===== config.mk =====
export PLATFORM = sky130hd
export DESIGN_NAME = uart_rx_oversample
export DESIGN_NICKNAME = d
export VERILOG_FILES = /design/src/rtl/uart_rx_oversample.sv
export SDC_FILE = /design/constraint.sdc
export NUM_CORES = 1
export LEC_CHECK = 0
export ABC_AREA = 1
export BUFFER_PORTS_ARGS = -buffer_cell sky130_fd_sc_hd__buf_2
export CORE_ASPECT_RATIO = 0.6
export CORE_UTILIZATION = 58
export DETAILED_ROUTE_END_ITERATION = 10
export PLACE_DENSITY = 0.78
export SETUP_SLACK_MARGIN = 0.05
export SLEW_MARGIN = 20
export SYNTH_ARGS = -nofsm -noshare
export SYNTH_HDL_FRONTEND = slang
export SYNTH_SLANG_ARGS = --single-unit

===== constraint.sdc =====
create_clock -name clk -period 1.9 [get_ports clk]
set_input_delay 0.285 -clock clk [delete_from_list [all_inputs] [get_ports clk]]
set_output_delay 0.285 -clock clk [all_outputs]
set_load 0.02 [all_outputs]

===== src/rtl/uart_rx_oversample.sv =====
// Oversampling UART receiver: 7 data bits LSB-first, even parity, one stop bit.
// Centre-samples each bit and hands the character over with a valid/ack handshake.
module uart_rx_oversample #(
    parameter int unsigned CLK_FREQ   = 50_000_000,
    parameter int unsigned BAUD       = 9600,
    parameter int unsigned OVERSAMPLE = 16
) (
    input  logic       clk,
    input  logic       rst,
    input  logic       rxd,
    input  logic       data_ack,
    output logic [6:0] data_out,
    output logic       data_valid,
    output logic       parity_err,
    output logic       framing_err,
    output logic       overrun,
    output logic       busy
);

    localparam int unsigned DIV   = CLK_FREQ / (BAUD * OVERSAMPLE);
    localparam int unsigned DivW  = (DIV > 1) ? $clog2(DIV) : 1;
    localparam int unsigned SampW = $clog2(OVERSAMPLE);

    typedef enum logic [2:0] {
        StIdle,
        StStart,
        StData,
        StParity,
        StStop
    } state_e;

    state_e state_q, state_d;

    logic rxd_meta_q, rxd_s_q, rxd_prev_q;

    logic [DivW-1:0]  div_cnt_q, div_cnt_d;
    logic [SampW-1:0] samp_cnt_q, samp_cnt_d;
    logic [2:0]       bit_cnt_q, bit_cnt_d;
    logic [6:0]       shift_q, shift_d;
    logic             par_q, par_d;

    logic [6:0] data_q, data_d;
    logic       valid_q, valid_d;
    logic       parity_err_q, parity_err_d;
    logic       framing_err_q, framing_err_d;
    logic       overrun_q, overrun_d;

    logic tick;
    logic complete;
    logic half_point;
    logic full_point;

    assign tick       = (div_cnt_q == DivW'(DIV - 1));
    assign half_point = tick && (samp_cnt_q == SampW'(OVERSAMPLE / 2 - 1));
    assign full_point = tick && (samp_cnt_q == SampW'(OVERSAMPLE - 1));

    // Next-state logic for the receive FSM and its counters.
    always_comb begin
        state_d    = state_q;
        div_cnt_d  = tick ? '0 : div_cnt_q + DivW'(1);
        samp_cnt_d = samp_cnt_q;
        bit_cnt_d  = bit_cnt_q;
        shift_d    = shift_q;
        par_d      = par_q;
        complete   = 1'b0;

        if (tick && (state_q != StIdle)) begin
            samp_cnt_d = samp_cnt_q + SampW'(1);
        end

        unique case (state_q)
            StIdle: begin
                // Edge-triggered so a held-low line (break) cannot restart a frame.
                if (rxd_prev_q && !rxd_s_q) begin
                    state_d    = StStart;
                    samp_cnt_d = '0;
                    div_cnt_d  = '0;
                end
            end
            StStart: begin
                if (half_point) begin
                    samp_cnt_d = '0;
                    if (!rxd_s_q) begin
                        state_d   = StData;
                        bit_cnt_d = '0;
                    end else begin
                        state_d = StIdle;
                    end
                end
            end
            StData: begin
                if (full_point) begin
                    samp_cnt_d = '0;
                    shift_d    = {rxd_s_q, shift_q[6:1]};
                    bit_cnt_d  = bit_cnt_q + 3'd1;
                    if (bit_cnt_q == 3'd6) begin
                        state_d = StParity;
                    end
                end
            end
            StParity: begin
                if (full_point) begin
                    samp_cnt_d = '0;
                    par_d      = rxd_s_q;
                    state_d    = StStop;
                end
            end
            StStop: begin
                if (full_point) begin
                    samp_cnt_d = '0;
                    complete   = 1'b1;
                    state_d    = StIdle;
                end
            end
            default: begin
                state_d = StIdle;
            end
        endcase
    end

    // Output holding registers and handshake; a completion outranks a same-cycle ack.
    always_comb begin
        data_d        = data_q;
        valid_d       = valid_q;
        parity_err_d  = parity_err_q;
        framing_err_d = framing_err_q;
        overrun_d     = overrun_q;

        if (complete) begin
            data_d        = shift_q;
            parity_err_d  = ^{shift_q, par_q};
            framing_err_d = ~rxd_s_q;
            valid_d       = 1'b1;
            if (valid_q && !data_ack) begin
                overrun_d = 1'b1;
            end
        end else if (data_ack) begin
            valid_d = 1'b0;
        end
    end

    always_ff @(posedge clk) begin
        if (rst) begin
            rxd_meta_q    <= 1'b1;
            rxd_s_q       <= 1'b1;
            rxd_prev_q    <= 1'b1;
            state_q       <= StIdle;
            div_cnt_q     <= '0;
            samp_cnt_q    <= '0;
            bit_cnt_q     <= '0;
            shift_q       <= '0;
            par_q         <= 1'b0;
            data_q        <= '0;
            valid_q       <= 1'b0;
            parity_err_q  <= 1'b0;
            framing_err_q <= 1'b0;
            overrun_q     <= 1'b0;
        end else begin
            rxd_meta_q    <= rxd;
            rxd_s_q       <= rxd_meta_q;
            rxd_prev_q    <= rxd_s_q;
            state_q       <= state_d;
            div_cnt_q     <= div_cnt_d;
            samp_cnt_q    <= samp_cnt_d;
            bit_cnt_q     <= bit_cnt_d;
            shift_q       <= shift_d;
            par_q         <= par_d;
            data_q        <= data_d;
            valid_q       <= valid_d;
            parity_err_q  <= parity_err_d;
            framing_err_q <= framing_err_d;
            overrun_q     <= overrun_d;
        end
    end

    assign data_out    = data_q;
    assign data_valid  = valid_q;
    assign parity_err  = parity_err_q;
    assign framing_err = framing_err_q;
    assign overrun     = overrun_q;
    assign busy        = (state_q != StIdle);

endmodule


==> run_results.csv, run 1 <==
group,metric,value,unit
run_status,run_status,"finished, final reports clean",
timing,setup-tns-final,0,ns
synth,mappedNetlistArea,0.00185,mm2
placement,gp_congestion,0.810,
detailed_routing,via_per_inst,4.96,
worst_setup_path,critical-path-top-cell-by-count,"nand2_1",
power_and_ir_drop,power-per-cell-area,931,mW/mm2
placement,port_buffers,15,
worst_setup_path,element_type_at_the_critical_path_start,"flop",
clock_network,post_cts.repair.setup_buffers,0,
global_routing,grt_first_pass_wirelength,5930,um
floorplan,initial_core_util,0.628,
synth,sequential_cell_area_fraction_in_the_yosys_report,0.444,
synth,yosys.area_share.simple,0.305,
global_routing,grt-busiest-layer,"met1",
synth,ys_warn_count,0,
worst_hold_path,holdPathStages,2,
worst_setup_path,path_class,"flop to flop",
synth,synth.net_count,252,
clock_network,cts.path.max_buffers,2,
worst_setup_path,cp_data_required_time,2.08,ns
worst_setup_path,critical-path-top-delay-family,"simple AND/OR/NAND/NOR gates",
floorplan,floorplan.die.height,45.8,um
worst_setup_path,crit_slowest_cell,"dfxtp_1",
cells_and_area,synthToLayoutAreaGrowth,13.5,%
global_routing,gr-total-overflow,0,
timing,report.final.slew_viol_count,0,
global_routing,grt_pass1_vias,1341,
detailed_routing,routed_wire_length_per_instance,11.4,um
synth,synthesis.instances,243,
job,max_cap_violations,0,
timing,unrepaired_setup_endpoints_after_global_routing,"false",
floorplan,pin_count,16,
detailed_routing,totalWireLength,3490,um
global_routing,grt_antenna_before_repair,0,
global_routing,largest_net_degree_at_the_start_of_global_routing,23,
worst_hold_path,holdCritPathClass,"primary input to flop",
synth,synth-async-reset-ratio,0,
placement,place_area,0.00198,mm2
synth,synth_xor_xnor_area_share,0.0379,
cells_and_area,drive_gt1_frac,0.151,
worst_setup_path,timing.critical_path.arrival,1.85,ns
timing,hold_violations,0,
global_routing,globalRouteMet2Util,0.341,
timing,final.setup.worst_slack,0.231,ns
timing,final_setup_violation_count,0,
placement,dpl.hpwl,2570,um
cells_and_area,diodes,0,
timing,period_minus_slack,1.67,ns
floorplan,fp.dieArea,0.00343,mm2
detailed_routing,vias,1522,
synth,avgSynthCellArea,7.62,um2
worst_setup_path,r2r.worst_path.cells,10,
timing,worst_clock_skew,0.00287,ns
cells_and_area,stdcell_area,0.00210,mm2
clock_network,tritoncts.num_buffers,5,
timing,max_slew.worst_pin.slew,0.436,ns
global_routing,grt_use_met1,0.347,
cells_and_area,layout_commonest_cell,"nor2_1",
clock_network,clk_pin_slew,0.08,ns
power_and_ir_drop,vdd_ir_drop_max,0.638,mV
worst_setup_path,timing.critical_path.depth,10,
detailed_routing,dr.first_iter.drc_count,46,
synth,post_synth_mux_area_share,0.00541,
synth,synth_compound_area_frac,0.116,
cells_and_area,fin_nets,273,
synth,synthAdderAreaFrac,0.0338,
placement,placement.setup.worst_slack,0.224,ns
clock_network,cts_tree,"yes",
worst_setup_path,critical_path_buf_inv_count,0,
floorplan,core,0.00295,mm2
cells_and_area,mostFrequentLayoutCells,"55 x nor2_1, 41 x dfxtp_1, 38 x nand2_1, 21 x inv_1, 20 x o21ai_0",
synth,synth-main-ff-cell,"dfxtp_1",
floorplan,std_cell_rows,15,
timing,relSlewSlack,0.709,
clock_network,htree_num_levels,2,
worst_setup_path,endpoint_class_of_the_critical_path,"flop",
timing,layout_worst_path_cycle_share,0.878,
clock_network,post_cts_resized,0,
clock_network,numClockSinks,41,
synth,number_of_enable_flip_flop_cells_after_synthesis,0,
clock_network,clk_root_buffer_cell,"clkbuf_8",
timing,fmax,0.599,GHz
clock_network,hold_buffers,0,
synth,combinational_family_with_the_most_area_after_synthesis,"simple AND/OR/NAND/NOR gates",
power_and_ir_drop,static_leakage,0.000972,uW
synth,synth.distinct_cells,32,
synth,ys_ff_latch,41,
worst_setup_path,timing.critical_path.fanout_max,6,
floorplan,die_x,74.9,um
global_routing,met3_usage,0.0597,
detailed_routing,detail_route.drc_violations,0,
detailed_routing,final_antenna_net_count,0,
clock_network,worstSkewPairLatency,0.29,ns
global_routing,track_usage,0.238,
worst_setup_path,timing.critical_path.cells,"ha_1 > nand2_1 > nor2_1 > nand3_4 > nand2_1 > nand2_2 > nor2_1 > nand2_1 > nand2_1 > nor2_1",
worst_setup_path,cp_slowest_stage_delay,0.40,ns
detailed_routing,firstDrtPassIters,4,
## per-layer routing
metal / wire length [um] / vias up
li1: - / 813
met4: 40 / 0
met1: 1950 / 682
met2: 1360 / 23
met5: 0 / -
met3: 137 / 4
## worst register-to-register path: stages, from the launching register on
cell and delay (ns):
dfxtp_1 0.40, ha_1 0.19, nand2_1 0.08, nor2_1 0.17
nand3_4 0.16, nand2_1 0.14, nand2_2 0.10, nor2_1 0.10
nand2_1 0.06, nand2_1 0.11, nor2_1 0.06
## sequential cells by signal, summed over array words and instances, names as in the netlist, 3 cells and up
name        flops
samp_cnt_q      4
bit_cnt_q       3
data_out        7
shift_q         7
state_q         3
div_cnt_q       9
## cells in the mapped netlist, types with 2 or more instances
cell type  number  area share
nor2_1         55        0.11
dfxtp_1        41        0.44
nand2_1        38       0.077
inv_1          21       0.043
o21ai_0        20       0.054
a21oi_1        12       0.032
nand3_1         9       0.024
ha_1            5       0.034
xnor2_1         5       0.024
nor2_4          3       0.018
nor3b_1         3       0.012
o21a_1          3       0.012
xor2_1          3       0.014
a31oi_1         2      0.0068
inv_2           2      0.0041
nand2_2         2      0.0068
nor2_2          2      0.0068
nor3_1          2      0.0054
or2_2           2      0.0068
## path summary, 6_finish.rpt
kind	start	end	slack, ns
max	samp_cnt_q[0]$_SDFF_PP0_	samp_cnt_q[3]$_SDFF_PP0_	0.23
min	rxd	rxd_meta_q$_SDFF_PP1_	0.18
max reg2reg	samp_cnt_q[0]$_SDFF_PP0_	samp_cnt_q[3]$_SDFF_PP0_	0.23
min reg2reg	rxd_meta_q$_SDFF_PP1_	rxd_s_q$_SDFF_PP1_	0.41
## cell type report
cell class | count | area [um2]
fill | 246 | 847
clock inverter | 1 | 30.0
multi-input combinational | 175 | 927
inverter | 24 | 92.6
sequential | 41 | 821
timing repair buffer | 17 | 90.1
clock buffer | 7 | 86.3
tap | 42 | 52.6
## power breakdown
part	internal (uW)	switching, uW	leakage [uW]
Combinational	104	223	0.000582
Sequential	884	25.7	0.000332
Clock	428	289	0.0000585
Total	1420	538	0.000972
## through the flow
step	utilization	power (uW)	std cells	hold WS (ns)
6_report	0.713	1950	307	0.177
5_1_grt	0.713	2040	307	0.182
4_1_cts	0.711	1960	307	0.173
3_5_place_dp	0.671	1250	299	0.399
3_3_place_gp	0.671	1250	299	0.398
2_1_floorplan	-	1190	243	0.354
## kinds of logic after synthesis
family                   count (synthesis)
AO/OA/AOI/OAI                           39
XOR/XNOR                                 8
adder cells (fa/ha/maj)                  5
buffers and inverters                   27
flip-flops                              41
multiplexers                             1
AND/OR/NAND/NOR                        122
No activity file was read; power rests on OpenSTA's default activity.
==> run 2: changes to the inputs <==
--- a/config.mk
+++ b/config.mk
@@ -5,7 +5,6 @@
 export SDC_FILE = /design/constraint.sdc
 export NUM_CORES = 1
 export LEC_CHECK = 0
-export ABC_AREA = 1
 export BUFFER_PORTS_ARGS = -buffer_cell sky130_fd_sc_hd__buf_2
 export CORE_ASPECT_RATIO = 0.6
 export CORE_UTILIZATION = 58
==> run_results.csv, run 2 <==
group,metric,value,unit
clock_network,clk_pin_slew,0.08,ns
timing,relSlewSlack,0.573,
worst_hold_path,hold_end,"rxd_meta_q$_SDFF_PP1_",
placement,port_buffers,15,
cells_and_area,seq_area,822,um2
detailed_routing,firstDrtPassIters,4,
floorplan,floorplan.die.height,46.4,um
synth,synth_most_common_cell,"dfxtp_1",
synth,synth-async-reset-ratio,0,
synth,number_of_enable_flip_flop_cells_after_synthesis,0,
cells_and_area,mostFrequentLayoutCells,"40 x dfxtp_1, 35 x nor2_1, 17 x buf_4, 16 x mux2i_1, 15 x buf_2",
floorplan,fp.dieArea,0.00352,mm2
clock_network,hold_buffers,0,
cells_and_area,flip_flop_count_of_the_largest_register_after_layout,9,
synth,sequential_cell_area_fraction_in_the_yosys_report,0.432,
floorplan,initial_core_util,0.637,
synth,synth.distinct_cells,46,
clock_network,cts_tree,"yes",
clock_network,clk_root_buffer_cell,"clkbuf_8",
cells_and_area,drive_gt1_frac,0.252,
cells_and_area,synthToLayoutAreaGrowth,22.0,%
detailed_routing,routed_wire_length_per_instance,14.5,um
cells_and_area,final_util,0.778,
timing,hold_violations,0,
clock_network,worstSkewPairLatency,0.29,ns
global_routing,track_usage,0.231,
worst_setup_path,endpoint_class_of_the_critical_path,"flop",
detailed_routing,detail_route.drc_violations,0,
power_and_ir_drop,static_leakage,0.000962,uW
timing,max_slew.worst_pin.slew,0.638,ns
timing,report.final.slew_viol_count,0,
floorplan,die_x,75.9,um
worst_hold_path,holdCritPathClass,"primary input to flop",
synth,synth.area.top_cells,"dfxtp_1 43%, mux2i_1 8.4%, nor2_1 6.9%",
clock_network,numClockSinks,41,
synth,ys_warn_count,0,
global_routing,gr-total-overflow,0,
synth,mappedNetlistArea,0.00190,mm2
detailed_routing,dr.first_iter.drc_count,122,
detailed_routing,totalWireLength,4000,um
cells_and_area,layout_commonest_cell,"dfxtp_1",
worst_setup_path,timing.critical_path.arrival,2.02,ns
synth,netlist.area_leader.share,0.432,
cells_and_area,most_flop_heavy_register,"div_cnt_q",
synth,avgSynthCellArea,9.41,um2
timing,unrepaired_setup_endpoints_after_global_routing,"true",
timing,period_minus_slack,1.85,ns
detailed_routing,via_per_inst,5.66,
power_and_ir_drop,power-per-cell-area,721,mW/mm2
global_routing,largest_net_degree_at_the_start_of_global_routing,20,
worst_setup_path,r2r_setup_slack,0.05,ns
power_and_ir_drop,vdd_ir_drop_max,0.539,mV
placement,gp_congestion,0.852,
global_routing,grt_antenna_before_repair,0,
clock_network,cts.path.max_buffers,2,
worst_setup_path,timing.critical_path.fanout_max,5,
timing,fmax,0.542,GHz
timing,final_setup_violation_count,0,
detailed_routing,vias,1562,
job,max_cap_violations,0,
worst_setup_path,reg2reg_from,"div_cnt_q[4]$_SDFF_PP0_",
timing,setup-tns-final,0,ns
worst_setup_path,endpoint_of_the_worst_register_to_register_path,"bit_cnt_q[1]$_SDFFE_PP0P_",
floorplan,core,0.00298,mm2
run_status,run_status,"finished, final reports clean",
worst_hold_path,holdPathStages,2,
cells_and_area,fillers,179,
synth,synth-main-ff-cell,"dfxtp_1",
synth,synth.net_count,211,
detailed_routing,final_antenna_net_count,0,
worst_setup_path,element_type_at_the_critical_path_start,"flop",
floorplan,std_cell_rows,15,
cells_and_area,area_occupied_by_multi_input_gates,0.00105,mm2
timing,layout_worst_path_cycle_share,0.971,
timing,worst_clock_skew,0.00517,ns
worst_setup_path,cp_data_required_time,2.08,ns
global_routing,grt_pass1_vias,1355,
floorplan,pin_count,16,
clock_network,tritoncts.num_buffers,5,
placement,placement.setup.worst_slack,0.0000516,ns
synth,synth_top_area_cell,"dfxtp_1",
synth,synth.cells.most_frequent,"41 x dfxtp_1, 35 x nor2_1, 16 x mux2i_1",
global_routing,grt_first_pass_wirelength,6120,um
worst_hold_path,holdCritStartpoint,"rxd",
placement,dpl.hpwl,2690,um
timing,timing.hold.ws,0.175,ns
synth,ys_ff_latch,41,
worst_setup_path,path_class,"flop to flop",
worst_setup_path,r2r.worst_path.cells,4,
timing,final.setup.worst_slack,0.0549,ns
clock_network,htree_num_levels,2,
synth,synthesis.instances,202,
cells_and_area,diodes,0,
cells_and_area,fin_nets,242,
## run 2: cell types whose count changed after synthesis, moves of 3 or more
cell and change:
nand2_1 -29, nor2_1 -20, o21ai_0 -20, mux2i_1 +15, inv_1 -13, a21oi_1 -9
xnor2_1 +7, clkbuf_1 +6, nand4_1 +3, nor2_4 -3, o21a_1 -3, o311ai_1 +3
## run 2: worst max path at each step
stage | start | end | slack [ns] | depth (start not counted)
after floorplan | div_cnt_q[4]$_SDFF_PP0_ | data_out[0]$_SDFFE_PP0P_ | 0.05 | 5
after global placement | div_cnt_q[4]$_SDFF_PP0_ | bit_cnt_q[1]$_SDFFE_PP0P_ | 0.09 | 4
after detailed placement | div_cnt_q[4]$_SDFF_PP0_ | bit_cnt_q[1]$_SDFFE_PP0P_ | 0.00005 | 4
after CTS | div_cnt_q[4]$_SDFF_PP0_ | bit_cnt_q[1]$_SDFFE_PP0P_ | 0.07 | 4
after global routing | div_cnt_q[4]$_SDFF_PP0_ | data_out[6]$_SDFFE_PP0P_ | 0.009 | 6
final | div_cnt_q[4]$_SDFF_PP0_ | bit_cnt_q[1]$_SDFFE_PP0P_ | 0.05 | 4
## run 2: cell families (layout without fill, tap and decap cells)
family | after synthesis | after routing | synth area share
AOI/OAI and AO/OA | 23 | 23 | 0.0954
muxes | 16 | 16 | 0.0842
DFF | 41 | 41 | 0.432
buffers and inverters | 18 | 50 | 0.0401
xor gates and xnor gates | 17 | 17 | 0.0783
and+or+nand+nor | 82 | 82 | 0.237
adders and majority gates | 5 | 5 | 0.0329
## run 2: report_power, final
group          switching (uW)  internal (uW)  total [uW]  leakage [uW]
registers                6.88            868         875      0.000332
clock network             288            428         716     0.0000585
logic                    48.6           32.4        81.0      0.000572
total                     343           1330        1670      0.000962
## run 2: critical path, stage by stage, from the launching register on
cell	delay (ns)
dfxtp_1	0.32
or4b_4	0.58
or3_4	0.45
o311ai_4	0.28
o31ai_1	0.10
## run 2: area by class of cell
type / count / share of cell area
Multi-Input combinational cell: 143 / 0.453
Sequential cell: 41 / 0.354
Clock inverter: 1 / 0.0129
Clock buffer: 7 / 0.0372
Timing Repair Buffer: 34 / 0.107
Inverter: 8 / 0.0129
Tap cell: 42 / 0.0226
## run 2: metal layers
layer	part of all wire	vias to the layer above	wire length, um	GRT usage
met5	0	-	0	0
met3	0.069	2	275	0.0594
met1	0.45	728	1820	0.292
li1	-	765	-	-
met4	0.0058	0	23	0.0962
met2	0.47	67	1880	0.391
## run 2: timing repair
item | CTS | global route
gates cloned | 0 | 1
buffers inserted | 0 | 3
pin swaps | 0 | 0
endpoints found under the setup margin | 3 | 9
resized for setup | 3 | 4
## run 2: metrics by stage
step,total power [uW],area [um2],instances
after floorplan,945,1900,202
after global placement,969,2110,264
after detailed placement,972,2110,264
after CTS,1680,2240,272
after global routing,1730,2320,276
final,1670,2320,276
==> run 3: changes to the inputs <==
--- a/config.mk
+++ b/config.mk
@@ -7,9 +7,9 @@
 export LEC_CHECK = 0
 export BUFFER_PORTS_ARGS = -buffer_cell sky130_fd_sc_hd__buf_2
 export CORE_ASPECT_RATIO = 0.6
-export CORE_UTILIZATION = 58
+export CORE_UTILIZATION = 30
 export DETAILED_ROUTE_END_ITERATION = 10
-export PLACE_DENSITY = 0.78
+export PLACE_DENSITY = 0.46
 export SETUP_SLACK_MARGIN = 0.05
 export SLEW_MARGIN = 20
 export SYNTH_ARGS = -nofsm -noshare
==> run_results.csv, run 3 (synthesis gave the netlist of run 2 again) <==
group,metric,value,unit
run_status,run_status,"finished, violations left",
run_status,violations,"design-rule violations",
worst_setup_path,endpoint_class_of_the_critical_path,"flop",
cells_and_area,mostFrequentLayoutCells,"40 x dfxtp_1, 34 x nor2_1, 20 x buf_4, 16 x mux2i_1, 15 x buf_2",
detailed_routing,firstDrtPassIters,7,
worst_setup_path,cp_data_required_time,2.08,ns
detailed_routing,vias,1437,
placement,dpl.hpwl,2810,um
timing,worst_clock_skew,0.00997,ns
power_and_ir_drop,vdd_ir_drop_max,0.305,mV
worst_setup_path,timing.critical_path.arrival,2.03,ns
worst_setup_path,crit_end,"bit_cnt_q[0]$_SDFFE_PP0P_",
worst_hold_path,holdCritPathClass,"primary input to flop",
global_routing,grt_first_pass_wirelength,6570,um
cells_and_area,area_occupied_by_multi_input_gates,0.00105,mm2
cells_and_area,most_flop_heavy_register,"div_cnt_q",
timing,unrepaired_setup_endpoints_after_global_routing,"true",
timing,relSlewSlack,0.636,
global_routing,gr-total-overflow,0,
timing,layout_worst_path_cycle_share,0.972,
cells_and_area,fin_nets,244,
timing,fmax,0.541,GHz
power_and_ir_drop,power-per-cell-area,757,mW/mm2
detailed_routing,detail_route.drc_violations,1,
floorplan,std_cell_rows,22,
cells_and_area,flip_flop_count_of_the_largest_register_after_layout,9,
floorplan,initial_core_util,0.311,
worst_setup_path,crit_slowest_cell,"or4b_4",
floorplan,pin_count,16,
clock_network,clk_pin_slew,0.09,ns
clock_network,clk_root_buffer_cell,"clkbuf_8",
worst_setup_path,path_class,"flop to flop",
detailed_routing,totalWireLength,4120,um
timing,max_slew.worst_pin.slew,0.544,ns
global_routing,grt_pass1_vias,1300,
power_and_ir_drop,static_leakage,0.000976,uW
worst_setup_path,timing.critical_path.depth,4,
floorplan,floorplan.die.height,63.7,um
job,max_cap_violations,0,
worst_setup_path,r2r_setup_slack,0.05,ns
cells_and_area,diodes,0,
power_and_ir_drop,p_total,1810,uW
floorplan,die_x,105,um
timing,final.setup.worst_slack,0.0527,ns
timing,report.final.slew_viol_count,0,
cells_and_area,synthToLayoutAreaGrowth,25.9,%
clock_network,cts.path.max_buffers,2,
timing,period_minus_slack,1.85,ns
worst_setup_path,reg2reg_from,"div_cnt_q[4]$_SDFF_PP0_",
worst_setup_path,r2r.worst_path.cells,4,
worst_setup_path,endpoint_of_the_worst_register_to_register_path,"bit_cnt_q[0]$_SDFFE_PP0P_",
detailed_routing,routed_wire_length_per_instance,12.9,um
detailed_routing,final_antenna_net_count,0,
detailed_routing,via_per_inst,4.49,
cells_and_area,layout_commonest_cell,"dfxtp_1",
floorplan,core,0.00611,mm2
clock_network,hold_buffers,0,
worst_setup_path,element_type_at_the_critical_path_start,"flop",
floorplan,fp.dieArea,0.00667,mm2
cells_and_area,seq_area,822,um2
global_routing,track_usage,0.128,
clock_network,numClockSinks,41,
timing,hold_violations,0,
worst_setup_path,critPathLaunch,"div_cnt_q[4]$_SDFF_PP0_",
global_routing,grt_antenna_before_repair,0,
worst_setup_path,critical-path-top-delay-family,"simple AND/OR/NAND/NOR gates",
worst_setup_path,timing.critical_path.cells,"or4b_4 > or3_4 > o311ai_2 > o31ai_1",
clock_network,worstSkewPairLatency,0.30,ns
cells_and_area,fillers,645,
cells_and_area,drive_gt1_frac,0.275,
clock_network,htree_num_levels,2,
placement,placement.setup.worst_slack,0.0396,ns
global_routing,largest_net_degree_at_the_start_of_global_routing,18,
placement,gp_congestion,0.746,
detailed_routing,dr.first_iter.drc_count,33,
worst_setup_path,critical_path_buf_inv_count,0,
timing,final_setup_violation_count,0,
clock_network,tritoncts.num_buffers,5,
worst_setup_path,timing.critical_path.fanout_max,4,
worst_setup_path,cp_slowest_stage_delay,0.58,ns
placement,port_buffers,15,
clock_network,cts_tree,"yes",
run 3: cell types whose count changed in the layout (fill, tap and decap cells not counted), sizes merged:
cell,before,now
inv,8,9
bufinv,1,2
clkbuf,8,5
buf,33,36
run 3: area by class of cell:
| class | count | area share |
|---|---|---|
| Sequential cell | 41 | 0.343 |
| Multi-Input combinational cell | 143 | 0.440 |
| Clock buffer | 5 | 0.0288 |
| Clock inverter | 3 | 0.0288 |
| Tap cell | 84 | 0.0439 |
| Timing Repair Buffer | 36 | 0.102 |
| Inverter | 8 | 0.0125 |
run 3: per-stage QoR:
stage          std cells  hold slack [ns]  cell area (um2)  setup TNS, ns  utilization
2_1_floorplan        202            0.389             1900              0            -
3_3_place_gp         309            0.395             2180              0        0.357
3_5_place_dp         309            0.396             2180              0        0.357
4_1_cts              317            0.170             2330              0        0.381
5_1_grt              320            0.159             2390        -0.0293        0.392
6_report             320            0.171             2390              0        0.392
run 3: worst min path at each step:
stage / from / endpoint / slack (ns) / cells past startpoint
floorplan: rxd / rxd_meta_q$_SDFF_PP1_ / 0.39 / 1
global route: rxd / rxd_meta_q$_SDFF_PP1_ / 0.16 / 2
CTS: rxd / rxd_meta_q$_SDFF_PP1_ / 0.17 / 2
global placement: rxd_meta_q$_SDFF_PP1_ / rxd_s_q$_SDFF_PP1_ / 0.40 / 1
detailed placement: rxd_meta_q$_SDFF_PP1_ / rxd_s_q$_SDFF_PP1_ / 0.40 / 1
finish: rxd / rxd_meta_q$_SDFF_PP1_ / 0.17 / 2
run 3: repair_timing:
item	4_1_cts	5_1_grt
pin swaps	0	2
endpoints found under the setup margin	4	11
buffers inserted	0	3
resized for setup	1	8
run 3: per-layer routing:
| metal | part of all wire | GRT usage | wire length (um) | vias to the layer above |
|---|---|---|---|---|
| li1 | - | - | - | 769 |
| met5 | 0 | 0 | 0 | - |
| met4 | 0.0066 | 0.0423 | 27 | 0 |
| met1 | 0.59 | 0.201 | 2420 | 652 |
| met3 | 0.026 | 0.0393 | 109 | 5 |
| met2 | 0.38 | 0.155 | 1560 | 11 |
run 3: where the power goes:
part,total (uW),switching (uW),internal (uW)
combinational,82.7,49.2,33.5
clock,856,327,529
sequential,874,6.61,868
total,1810,383,1430
